$ cat src/rtl/store_narrow_unit.sv
// store_narrow_unit: narrows a 32-bit register value to byte, half or word and
// stores it into a word-organised data memory without byte enables. Sub-word
// stores are done as read-modify-write. Busy stalls the pipeline while a store
// is in flight.
// Optional build macro: STORE_MISALIGN_TRAP_EN -- when defined, misaligned half
// or word stores complete immediately with Err=1 and make no memory access;
// when undefined, low address bits are forced to alignment.
module store_narrow_unit #(
  parameter int ADDR_WIDTH = 10
) (
  input  logic                  Clk,
  input  logic                  Rst_n,
  input  logic                  Req,
  input  logic [1:0]            Size,
  input  logic [31:0]           Addr,
  input  logic [31:0]           WriteData,
  output logic                  Busy,
  output logic                  Done,
  output logic                  Err,
  output logic [ADDR_WIDTH-1:0] MemAddr,
  output logic                  MemRead,
  input  logic [31:0]           MemReadData,
  output logic                  MemWrite,
  output logic [31:0]           MemWriteData
);

  typedef enum logic [2:0] {
    ST_IDLE  = 3'd0,
    ST_READ  = 3'd1,
    ST_WAIT  = 3'd2,
    ST_WRITE = 3'd3,
    ST_DONE  = 3'd4
  } state_t;

  state_t      state_r;
  logic [1:0]  size_r;
  logic [1:0]  lane_r;
  logic [31:0] wdata_r;
  logic        trap_s;
  logic        unused_s;

  // Upper byte-address bits lie beyond the memory and are deliberately dropped.
  assign unused_s = ^Addr[31:ADDR_WIDTH+2];

  // Little-endian merge of the narrowed store value into the word just read.
  function automatic logic [31:0] merge_word(input logic [31:0] old_word,
                                             input logic [31:0] data,
                                             input logic [1:0]  size,
                                             input logic [1:0]  lane);
    logic [31:0] res;
    res = old_word;
    case (size)
      2'b00: begin
        case (lane)
          2'b00:   res[7:0]   = data[7:0];
          2'b01:   res[15:8]  = data[7:0];
          2'b10:   res[23:16] = data[7:0];
          2'b11:   res[31:24] = data[7:0];
          default: res        = old_word;
        endcase
      end
      2'b01: begin
        if (lane[1]) begin
          res[31:16] = data[15:0];
        end else begin
          res[15:0] = data[15:0];
        end
      end
      default: res = data;
    endcase
    return res;
  endfunction

  // Decide whether the incoming request must be trapped as misaligned.
  always_comb begin
    trap_s = 1'b0;
`ifdef STORE_MISALIGN_TRAP_EN
    case (Size)
      2'b01:   trap_s = Addr[0];
      2'b10:   trap_s = (Addr[1:0] != 2'b00);
      default: trap_s = 1'b0;
    endcase
`else
    trap_s = 1'b0;
`endif
  end

  // Store sequencer: accepts a request in IDLE and drives all registered outputs.
  always_ff @(posedge Clk or negedge Rst_n) begin
    if (!Rst_n) begin
      state_r      <= ST_IDLE;
      size_r       <= 2'b00;
      lane_r       <= 2'b00;
      wdata_r      <= 32'h0000_0000;
      Busy         <= 1'b0;
      Done         <= 1'b0;
      Err          <= 1'b0;
      MemAddr      <= '0;
      MemRead      <= 1'b0;
      MemWrite     <= 1'b0;
      MemWriteData <= 32'h0000_0000;
    end else begin
      case (state_r)
        ST_IDLE: begin
          Done <= 1'b0;
          Err  <= 1'b0;
          if (Req) begin
            size_r  <= Size;
            lane_r  <= Addr[1:0];
            wdata_r <= WriteData;
            MemAddr <= Addr[ADDR_WIDTH+1:2];
            Busy    <= 1'b1;
            if ((Size == 2'b11) || trap_s) begin
              // Reserved size or trapped misalignment: finish without memory access.
              state_r <= ST_DONE;
              Done    <= 1'b1;
              Err     <= 1'b1;
            end else if (Size == 2'b10) begin
              // Full word needs no merge, so skip the read.
              state_r      <= ST_WRITE;
              MemWrite     <= 1'b1;
              MemWriteData <= WriteData;
            end else begin
              state_r <= ST_READ;
              MemRead <= 1'b1;
            end
          end else begin
            Busy <= 1'b0;
          end
        end
        ST_READ: begin
          MemRead <= 1'b0;
          state_r <= ST_WAIT;
        end
        ST_WAIT: begin
          // Read data is valid now; merge straight into the write register.
          MemWriteData <= merge_word(MemReadData, wdata_r, size_r, lane_r);
          MemWrite     <= 1'b1;
          state_r      <= ST_WRITE;
        end
        ST_WRITE: begin
          MemWrite <= 1'b0;
          Done     <= 1'b1;
          Err      <= 1'b0;
          state_r  <= ST_DONE;
        end
        ST_DONE: begin
          Done    <= 1'b0;
          Err     <= 1'b0;
          Busy    <= 1'b0;
          state_r <= ST_IDLE;
        end
        default: begin
          MemRead  <= 1'b0;
          MemWrite <= 1'b0;
          Done     <= 1'b0;
          Err      <= 1'b0;
          Busy     <= 1'b0;
          state_r  <= ST_IDLE;
        end
      endcase
    end
  end

endmodule

$ cat config.mk
export PLATFORM = sky130hd
export DESIGN_NAME = store_narrow_unit
export DESIGN_NICKNAME = d
export VERILOG_FILES = /design/src/rtl/store_narrow_unit.sv
export SDC_FILE = /design/constraint.sdc
export NUM_CORES = 1
export LEC_CHECK = 0
export CAP_MARGIN = 20
export CORE_ASPECT_RATIO = 2
export CORE_MARGIN = 1
export CORE_UTILIZATION = 42
export DETAILED_ROUTE_END_ITERATION = 16
export PLACE_DENSITY_LB_ADDON = 0.2
export SKIP_LAST_GASP = 1
export SLEW_MARGIN = 20
export SYNTH_ARGS = -nofsm -noshare
export SYNTH_HDL_FRONTEND = slang
export SYNTH_SLANG_ARGS = --single-unit
$ cat constraint.sdc
create_clock -name Clk -period 2.65 [get_ports Clk]
set_input_delay 0.3975 -clock Clk [delete_from_list [all_inputs] [get_ports Clk]]
set_output_delay 0.3975 -clock Clk [all_outputs]
set_load 0.01 [all_outputs]
==> qor.csv <==
stage,metric,value,unit
status,status,completed,
global_route,initial antenna violation count,0,
synth,Yosys Warn Count,0,
sta,clock skew after layout,8.75,ps
synth,share of the synthesized area in the top cell type,0.443,
synth,most common cell in the netlist,dfrtp_1,
floorplanning,chip height,154,um
synth,syn_nets,545,
sta,Peak Freq,484,MHz
critical_path,CP Data Required Time,2870,ps
clock_tree,Clock Sinks,86,
sta,unrepaired setup endpoints after global routing,no,
clock_tree,CTS H-tree lvls,3,
floorplanning,Initial Util,0.431,
critical_path,Worst setup endpoint,MemWriteData[30]$_DFFE_PN0P_,
critical_path,CP Launch Type,register,
global_route,via count of the first global-routing pass,4150,
sta,Fin. Hold Viols,0,
critical_path,ordered list of cells on the worst path,"or3b_2, buf_4, a21oi_1, o221ai_1, a22o_1",
synth,area of the mapped netlist,4860,sq um
sta,Worst Tran Pin Value,704,ps
critical_path,r2r setup slk,580,ps
global_route,first-pass GRT wire length,22300,um
synth,Cells after Synth,444,
sta,Setup TNS,0,ps
power,peak supply drop,1.00,mV
sta,Rel. slew slack,0.531,
placed_design,DP HPWL,9720,um
hold_path,HP Class,primary input to asynchronous set/reset pin,
placed_design,I/O Buffers,127,
synth,synth cell count leaders,"86 x dfrtp_1, 69 x nor2_1, 64 x mux2i_1, 46 x mux2_2",
clock_tree,clk_lat worst skew,340,ps
critical_path,slowest CP cell,dfrtp_1,
layout,ANT cells,0,
route,drt drc,0,
sta,minimum clock period,2070,ps
floorplanning,core region area,11300,sq um
power,P per Cell Area,1330,nW/um^2
critical_path,crit-path leading delay family,compound AO/OA/AOI/OAI gates,
route,DR WL/cell,20.2,um
global_route,largest net degree at the start of global routing,66,
sta,final setup vio count,0,
synth,main flop type after synthesis,dfrtp_1,
critical_path,worst endpoint data arrival time,2290,ps
clock_tree,Num CTS Buffers,9,
layout,area grow syn2layout,35.0,%
synth,"top cells by area, synth","dfrtp_1 44%, mux2i_1 13%, mux2_2 11%",
clock_tree,clock-pin slew on the worst setup and hold paths,70,ps
placed_design,Final Wtd Congestion,0.820,
critical_path,Worst path depth,5,
route,Final ANT Viol Nets,0,
route,Final Routed Wirelength,14000,um
critical_path,critical path launch point,state_r[2]$_DFFE_PN0N_,
route,DRT iter0 DRCs,227,
global_route,overflow left after global routing,0,
critical_path,reg2reg end,MemWriteData[30]$_DFFE_PN0P_,
power,Static Leak,2.76,nW
layout,"Core Util, Final",0.582,
route,vias per std cell,5.76,
critical_path,slowest cell delay on critical path,530,ps
critical_path,WP buf/inv,1,
critical_path,Worst Reg-to-Reg Cells,5,
sta,Final period util,0.780,
floorplanning,Die ar.,12000,sq um
synth,synthesized area per cell,11.0,sq um
synth,Post-synth EDFFs,0,
clock_tree,postcts setup bufs,0,
layout,fin nets,650,
synth,Post-synth ARST share,1.00,
layout,layout cell share with drive strength beyond 1,0.204,
critical_path,CP endpoint kind,register,
floorplanning,I/O pins,148,
critical_path,origin of the critical flop-to-flop path,state_r[2]$_DFFE_PN0N_,
route,Vias,4012,
clock_tree,Root Buffer,clkbuf_16,
floorplanning,placement row count,55,
floorplanning,die span in x,78.1,um
clock_tree,Max clock buf depth,2,
synth,synthesized flop and latch total,86,
sta,Final Max Slew Viols,0,
global_route,overall global routing resource usage,0.242,
critical_path,Worst Path Max Fanout,32,
critical_path,critical path class,register to register,
synth,"Seq/Total Area, Yosys",0.443,
clock_tree,Post-CTS Hold Buffers,0,
synth,post-synthesis cell type count,32,
clock_tree,CTS tree,done,
run,max-cap violations,0,
clock_tree,PostCTS Resize Cnt,0,
synth,Synth area leader,dfrtp_1,
route,drt pass-1 iters,4,
-- per-stage QoR --
step	power, W	setup WS, ps	instances	cell area, sq um	hold WS [ps]
5_1_grt	0.00922	506	696	6570	103
3_5_place_dp	0.00728	494	680	6220	449
6_report	0.00870	584	696	6570	57.4
4_1_cts	0.00877	571	696	6570	81.7
2_1_floorplan	0.00564	1050	444	4860	102
3_3_place_gp	0.00711	556	680	6220	444
-- placed cells by master, fill, tap and decap left out, types with 2 or more instances in the layout --
master	instances
clkdlybuf4s50_1	126
dfrtp_1	84
nor2_1	69
mux2i_1	64
mux2_2	46
o221ai_1	32
a22o_1	32
a21oi_2	30
buf_4	12
clkbuf_16	9
nand2_1	8
a21oi_1	7
nand2b_1	4
o21ai_0	3
bufinv_16	3
nor3_1	2
dfrtp_2	2
buf_12	2
-- metal layers --
metal  vias to the layer above  wire [um]  GRT usage
li1                       1842          -          -
met2                       130       7590      0.434
met5                         -          0          0
met4                         0        531      0.115
met3                        30        686     0.0457
met1                      2010       5230      0.270
-- power breakdown --
| part | internal [W] | switching, W | total, W |
|---|---|---|---|
| clock | 0.000949 | 0.000519 | 0.00147 |
| combinational | 0.00232 | 0.00223 | 0.00455 |
| sequential | 0.00199 | 0.000697 | 0.00269 |
-- kinds of logic after synthesis --
| kind of cell | Yosys count | synth area share |
|---|---|---|
| flops | 86 | 0.443 |
| simple gates | 93 | 0.0849 |
| buf+inv | 47 | 0.0492 |
| compound gates | 108 | 0.185 |
| mux | 110 | 0.238 |
-- worst reg2reg max path, cell delays in order (launching register included) --
cell and delay, ps:
dfrtp_1 530, or3b_2 500, buf_4 310, a21oi_1 240, o221ai_1 150, a22o_1 240
-- worst min path at each step --
stage                             endpoint  slack, ps  cells past startpoint
3_5_place_dp   MemWriteData[4]$_DFFE_PN0P_        450                      1
2_1_floorplan             Busy$_DFFE_PN0N_        100                      0
5_1_grt        MemWriteData[4]$_DFFE_PN0P_        100                      1
4_1_cts        MemWriteData[9]$_DFFE_PN0P_         80                      1
6_report       MemWriteData[4]$_DFFE_PN0P_         60                      1
3_3_place_gp   MemWriteData[4]$_DFFE_PN0P_        440                      1
-- registers in the layout, indices dropped and copies added (netlist names) --
| signal | cells |
|---|---|
| lane_r | 2 |
| wdata_r | 32 |
| Done | 1 |
| MemRead | 1 |
| size_r | 2 |
| Err | 1 |
| Busy | 1 |
| state_r | 3 |
| MemAddr | 10 |
| MemWriteData | 32 |
| MemWrite | 1 |
-- area by class of cell --
cell class                 count  area, sq um
fill                        1030         4720
multi-input combinational    311         2490
sequential                    86         2150
timing repair buffer         140         1390
clock buffer                  11          243
tap                          142          178
clock inverter                 5          106
inverter                       1         3.75
Power figures use the tool's default switching activity.
